--- src/rtl/axi_io_pkg.sv ---
// Shared constants, FSM encoding and burst sizing helper for the AXI write-side controller.
package axi_io_pkg;

  localparam int BYTES       = 64;
  localparam int BOUNDARY_4K = 4096;

  typedef enum logic [1:0] {ST_IDLE, ST_RUN, ST_DRAIN, ST_DONE} wr_state_e;

  // Beats in the next burst: limited by what is left, the burst cap and the 4 KB page room.
  function automatic logic [8:0] burst_beats(input logic [26:0] rem,
                                             input logic [12:0] room,
                                             input logic [8:0]  max_burst);
    logic [26:0] n;
    n = rem;
    if (n > {18'd0, max_burst}) n = {18'd0, max_burst};
    if (n > {14'd0, room})      n = {14'd0, room};
    return n[8:0];
  endfunction

endpackage

--- src/rtl/burst_len_fifo.sv ---
// Small synchronous FIFO holding the beat count of each issued burst until its data has gone out.
module burst_len_fifo #(
  parameter int DEPTH = 4,
  parameter int WIDTH = 9
) (
  input  logic             clk,
  input  logic             rst_n,
  input  logic             push,
  input  logic [WIDTH-1:0] din,
  input  logic             pop,
  output logic [WIDTH-1:0] dout,
  output logic             empty,
  output logic             full
);
  localparam int PW = (DEPTH > 1) ? $clog2(DEPTH) : 1;

  logic [WIDTH-1:0] mem [DEPTH];
  logic [PW-1:0]    wp, rp;
  logic [PW:0]      cnt;
  logic             do_push, do_pop;

  assign empty   = (cnt == '0);
  assign full    = (cnt == (PW+1)'(DEPTH));
  assign do_push = push & ~full;
  assign do_pop  = pop & ~empty;
  assign dout    = mem[rp];

  always_ff @(posedge clk) begin
    if (do_push) mem[wp] <= din;
  end

  always_ff @(posedge clk or negedge rst_n) begin
    if (!rst_n) begin
      wp  <= '0;
      rp  <= '0;
      cnt <= '0;
    end else begin
      if (do_push) wp <= (wp == PW'(DEPTH-1)) ? '0 : wp + PW'(1);
      if (do_pop)  rp <= (rp == PW'(DEPTH-1)) ? '0 : rp + PW'(1);
      if (do_push && !do_pop)      cnt <= cnt + (PW+1)'(1);
      else if (!do_push && do_pop) cnt <= cnt - (PW+1)'(1);
    end
  end

endmodule

--- src/rtl/axi_wr_burst_ctrl.sv ---
// Splits one output stream into AXI write bursts: 4 KB-safe, length-capped, bounded in-flight
// count, with the job's final beat strobe trimmed to the byte length.
module axi_wr_burst_ctrl
  import axi_io_pkg::*;
#(
  parameter int DATA_WIDTH      = 512,
  parameter int ADDR_WIDTH      = 64,
  parameter int MAX_BURST       = 64,
  parameter int MAX_OUTSTANDING = 4
) (
  input  logic                    clk,
  input  logic                    rst_n,
  input  logic                    start,
  input  logic [ADDR_WIDTH-1:0]   des_addr,
  input  logic [31:0]             length,
  output logic                    idle,
  output logic                    done,
  output logic                    ready,
  input  logic [DATA_WIDTH-1:0]   s_data,
  input  logic [DATA_WIDTH/8-1:0] s_strb,
  input  logic                    s_valid,
  output logic                    s_ready,
  output logic                    wr_req,
  output logic [ADDR_WIDTH-1:0]   wr_addr,
  output logic [7:0]              wr_len,
  input  logic                    wr_req_ack,
  output logic [DATA_WIDTH-1:0]   wr_data,
  output logic [DATA_WIDTH/8-1:0] wr_strb,
  output logic                    wr_wvalid,
  output logic                    wr_last,
  input  logic                    wr_ready,
  output logic                    bready,
  input  logic                    bresp_valid
);
  localparam int BB  = DATA_WIDTH / 8;
  localparam int OFF = $clog2(BB);
  localparam int TW  = (BB > 1) ? $clog2(BB) : 1;
  localparam int OW  = $clog2(MAX_OUTSTANDING + 1);

  wr_state_e             state, state_nxt;
  logic [ADDR_WIDTH-1:0] addr_q;
  logic [26:0]           rem_q, left_q, total;
  logic [TW-1:0]         tail_q;
  logic [OW-1:0]         outs_q, outs_nxt;
  logic [8:0]            bcnt_q, n, head;
  logic [12:0]           room;
  logic [32:0]           len_rnd;
  logic [BB-1:0]         mask;
  logic                  fifo_empty, fifo_full, have, ack, hs, pop, resp, take;

  assign len_rnd = {1'b0, length} + 33'(BB - 1);
  assign total   = 27'(len_rnd >> OFF);
  assign take    = (state == ST_IDLE) & start;

  // Address side
  assign room    = (13'(BOUNDARY_4K) - {1'b0, addr_q[11:0]}) >> OFF;
  assign n       = burst_beats(rem_q, room, 9'(MAX_BURST));
  assign wr_req  = (state == ST_RUN) && (rem_q != '0) &&
                   (outs_q != OW'(MAX_OUTSTANDING)) && !fifo_full;
  assign wr_addr = addr_q;
  assign wr_len  = wr_req ? 8'(n - 9'd1) : 8'd0;
  assign ack     = wr_req & wr_req_ack;

  // Data side: combinational pass-through gated by an issued-but-unsent burst
  assign have      = ~fifo_empty;
  assign s_ready   = wr_ready & have;
  assign wr_wvalid = s_valid & have;
  assign wr_data   = s_data;
  assign hs        = s_valid & s_ready;
  assign wr_last   = have & (bcnt_q == head - 9'd1);
  assign pop       = hs & wr_last;

  for (genvar i = 0; i < BB; i++) begin : g_mask
    assign mask[i] = (i < int'(tail_q));
  end
  assign wr_strb = ((left_q == 27'd1) && (tail_q != '0)) ? (s_strb & mask) : s_strb;

  assign bready = rst_n;
  assign resp   = bresp_valid & bready & (outs_q != '0);
  assign idle   = (state == ST_IDLE);
  assign done   = (state == ST_DONE);
  assign ready  = done;

  always_comb begin
    outs_nxt = outs_q;
    if (ack && !resp)      outs_nxt = outs_q + OW'(1);
    else if (!ack && resp) outs_nxt = outs_q - OW'(1);
  end

  // Looking at outs_nxt lets done follow the final response by exactly one cycle.
  always_comb begin
    state_nxt = state;
    case (state)
      ST_IDLE:  if (start) state_nxt = (length == 32'd0) ? ST_DONE : ST_RUN;
      ST_RUN:   if (rem_q == '0 && left_q == '0)
                  state_nxt = (outs_nxt == '0) ? ST_DONE : ST_DRAIN;
      ST_DRAIN: if (outs_nxt == '0) state_nxt = ST_DONE;
      ST_DONE:  state_nxt = ST_IDLE;
      default:  state_nxt = ST_IDLE;
    endcase
  end

  always_ff @(posedge clk or negedge rst_n) begin
    if (!rst_n) begin
      state  <= ST_IDLE;
      addr_q <= '0;
      rem_q  <= '0;
      left_q <= '0;
      tail_q <= '0;
      outs_q <= '0;
      bcnt_q <= '0;
    end else begin
      state  <= state_nxt;
      outs_q <= outs_nxt;
      if (take) begin
        addr_q <= des_addr & ~ADDR_WIDTH'(BB - 1);
        rem_q  <= total;
        left_q <= total;
        tail_q <= (BB > 1) ? length[TW-1:0] : '0;
        bcnt_q <= '0;
      end else begin
        if (ack) begin
          addr_q <= addr_q + (ADDR_WIDTH'(n) << OFF);
          rem_q  <= rem_q - 27'(n);
        end
        if (hs) begin
          left_q <= left_q - 27'd1;
          bcnt_q <= wr_last ? 9'd0 : bcnt_q + 9'd1;
        end
      end
    end
  end

  burst_len_fifo #(.DEPTH(MAX_OUTSTANDING), .WIDTH(9)) u_len_fifo (
    .clk   (clk),
    .rst_n (rst_n),
    .push  (ack),
    .din   (n),
    .pop   (pop),
    .dout  (head),
    .empty (fifo_empty),
    .full  (fifo_full)
  );

endmodule

--- config.mk ---
export PLATFORM = sky130hd
export DESIGN_NAME = axi_wr_burst_ctrl
export DESIGN_NICKNAME = d
export VERILOG_FILES = /design/src/rtl/axi_io_pkg.sv /design/src/rtl/burst_len_fifo.sv /design/src/rtl/axi_wr_burst_ctrl.sv
export SDC_FILE = /design/constraint.sdc
export NUM_CORES = 1
export LEC_CHECK = 0
export CAP_MARGIN = 30
export CORE_AREA = 2 2 521 523
export CTS_CLUSTER_DIAMETER = 30
export DETAILED_ROUTE_END_ITERATION = 10
export DIE_AREA = 0 0 523 525
export GPL_ROUTABILITY_DRIVEN = 0
export SYNTH_ARGS = -nofsm -noshare
export SYNTH_HDL_FRONTEND = slang
export SYNTH_HIERARCHICAL = 1
export SYNTH_SLANG_ARGS = --single-unit
--- constraint.sdc ---
create_clock -name clk -period 8.11 [get_ports clk]
set_input_delay 1.2165 -clock clk [delete_from_list [all_inputs] [get_ports clk]]
set_output_delay 1.2165 -clock clk [all_outputs]
set_load 0.01 [all_outputs]
==> flow_summary.toml, run 1 <==
[run_status]
status = "complete, no violations"

[power]
power_switching_mw = 3.00
vdd_drop_max_mv = 0.153
power_frac_comb_pct = 56.9
sequentialPowerShare_pct = 28.2
p_leak_nw = 6.23
p_clk_share_pct = 14.8
powerDensity_nw_per_um2 = 296
switching_share_pct = 50.2
power.total_mw = 5.99
intPower_mw = 2.98

[placement]
numPortBuffers = 296
dpl.hpwl_mm = 175
placed_cell_area_sq_um = 19500
dpl_worst_slack_ns = 1.63
dp.cells = 5221

[timing]
clock_skew_ns = 0.0174
timing.fmax_mhz = 144
slew_headroom_pct = 14.0
slew_violations = 0
period_share_pct = 85.9
worst_slew_pin_slew_ns = 1.29
setup-tns-final_ns = 0
layout_setup_ws_ns = 1.15
whs_ns = 0.510
rsz0062_at_grt = "no"
setup_violations = 0
hold_viol = 0
min_period_ns = 6.96

[grt]
grt_max_degree = 84
overflow = 0
grt_pass1_vias = 12700
antenna_found_initial = 57
track_usage_pct = 13.3
grt_first_pass_wirelength_mm = 217

[critical_path]
end_kind = "output port"
cp_data_required_time_ns = 6.89
critPathArrivalTime_ns = 5.75
critPathMaxFanout = 9
start_kind = "register"
path_class = "register to output port"

[routing]
wl_met1_mm = 38.2
maxUsedRoutingLayer = "met5"
wl_met3_mm = 62.4
drt-total-wl_mm = 189
vias_per_cell = 2.50
wire_per_inst_um = 35.8
remaining_drc_errors = 0
dr_wl_met2_mm = 79.2
drt_pass1_iterations = 5
drtAntennaViolNets = 0
drt_first_iter_violations = 904
vias = 13200

[layout]
drive_gt1_share_pct = 6.65
num-fill-cells = 31300
finalNonFillerCells = 5279
fin_area_sq_um = 20200
fin_nets = 2398
multiInputGateArea_sq_um = 7100
regArea_sq_um = 4560
area_growth_pct = 27.1
final_core_util_pct = 7.50

[clocking]
clkLatencyLatePin_ns = 0.50
cts_resized = 0
cts_buffer_depth = 2
post_cts_buffers = 0
clkTransAtPathRegs_ns = 0.09
clock_sinks = 175
root_buffer = "clkbuf_16"
cts_buffers = 17
holdBufCountCts = 0
cts_tree = "yes"
cts_max_level = 4

[floorplan]
ioPinCount = 1335
initial_core_util_pct = 5.90
die-area_sq_um = 275000
core_sq_um = 269000
die_x_um = 523
rows = 191
die_height_um = 525

[min_path]
hold_class = "register to register"

[synth]
synth_edf_count = 36
async_flop_share_pct = 79.4
syn_area_per_cell_sq_um = 8.40
yosys_register_bits = 175
netlist.area_leader.share_pct = 24.6
synthFlopType = "dfrtp_1"
yosysTopAreaCell = "buf_4"
netlist-cell-type-count = 80
ys_seq_area_share_pct = 28.7
synth_area_leaders = "buf_4, dfrtp_1, edfxtp_1, nand2_1, xnor2_1"
syn_area_sq_um = 15900
yosysWarnings = 6
syn_inst = 1892

[run]
maxCapViolCount = 0
state kept, by name, summed over array words and instances (netlist names):
signal,cells
bcnt_q,9
left_q,27
outs_q,3
rem_q,27
state,2
tail_q,6
u_len_fifo/cnt,3
u_len_fifo/mem,36
u_len_fifo/rp,2
u_len_fifo/wp,2
wr_addr,58
cell families (layout without fill, tap and decap cells):
| logic type | Yosys count | count (layout) | synth area share [%] |
|---|---|---|---|
| other cells | 2 | 43 | 0.0472 |
| buf+inv | 637 | 413 | 27.4 |
| simple gates | 551 | 551 | 17.4 |
| fa+ha+maj | 49 | 49 | 3.98 |
| mux | 27 | 27 | 2.53 |
| xor+xnor | 131 | 131 | 7.22 |
| flops | 175 | 175 | 28.7 |
| compound gates | 320 | 320 | 12.7 |
Yosys cell counts, types with 45 or more instances:
cell type and instances:
buf_4 521, nand2_1 178, dfrtp_1 139, nor2_1 106
o21ai_0 94, a21oi_1 80, xnor2_1 76, inv_1 55
xor2_1 55, clkbuf_1 53, nor3_1 51, ha_1 45
per-layer routing:
layer / vias up / GRT usage [%]
met3: 299 / 19.9
met4: 26 / 5.47
met5: - / 0.772
met1: 6008 / 7.91
li1: 5506 / -
met2: 1380 / 19.7
cell type report:
type	instances	area share [%]
inverters	56	1.04
flip-flops and latches	175	22.6
multi-input cells	1096	35.1
repair buffers	325	15.8
clock buffers	17	2.11
clock inverters	15	0.898
well taps	3570	22.1
diodes	25	0.310
critical path, cell delays in order (launching register included):
cell	delay [ns]
dfrtp_1	0.46
or3_1	0.40
or4_1	0.43
a211oi_2	0.44
nand2_1	0.13
inv_1	0.08
ha_1	0.24
a21o_1	0.16
a21oi_1	0.15
nor2b_1	0.07
o31ai_1	0.35
buf_4	0.24
o21ai_0	0.32
inv_1	0.27
ha_1	0.23
nand3_1	0.12
nor3_1	0.23
mux2i_1	0.23
clkdlybuf4s50_1	0.67
layout by cell type (no fill, tap or decap), types with 45 or more instances in the layout:
master / count
inv_1: 55
ha_1: 45
xnor2_1: 76
clkdlybuf4s50_1: 295
dfrtp_1: 139
nand2_1: 177
o21ai_0: 93
xor2_1: 55
nor2_1: 106
nor3_1: 50
a21oi_1: 80
power groups by stage:
stage | Combinational [mW] | Clock, mW | Sequential [mW]
3_5_place_dp | 3.40 | 0 | 1.69
4_1_cts | 3.42 | 0.920 | 1.68
2_1_floorplan | 2.04 | 0 | 1.63
6_report | 3.41 | 0.889 | 1.69
3_3_place_gp | 3.35 | 0 | 1.67
5_1_grt | 3.73 | 0.949 | 1.73
final timing paths:
kind,to,from,cells after the start,slack (ns)
worst max register to register,rem_q[17]$_DFFE_PN0P_,rem_q[0]$_DFFE_PN0P_,21,1.51
max in group asynchronous,tail_q[4]$_DFFE_PN0P_,rst_n,3,5.53
worst min register to register,u_len_fifo/cnt[2]$_DFFE_PN0P_,u_len_fifo/cnt[2]$_DFFE_PN0P_,1,0.51
min in group asynchronous,rem_q[2]$_DFFE_PN0P_,rst_n,1,0.62
worst max-delay path,wr_len[6],rem_q[0]$_DFFE_PN0P_,18,1.15
worst min-delay path,u_len_fifo/cnt[2]$_DFFE_PN0P_,u_len_fifo/cnt[2]$_DFFE_PN0P_,1,0.51
(Power assumes the default switching activity.)
==> inputs of run 2 (changes only) <==
- CTS_CLUSTER_SIZE: unset -> 20
- GPL_ROUTABILITY_DRIVEN: 0 -> unset
==> results of run 2 <==
Same layout as run 1: the final DEF is identical, and so are final timing and power.
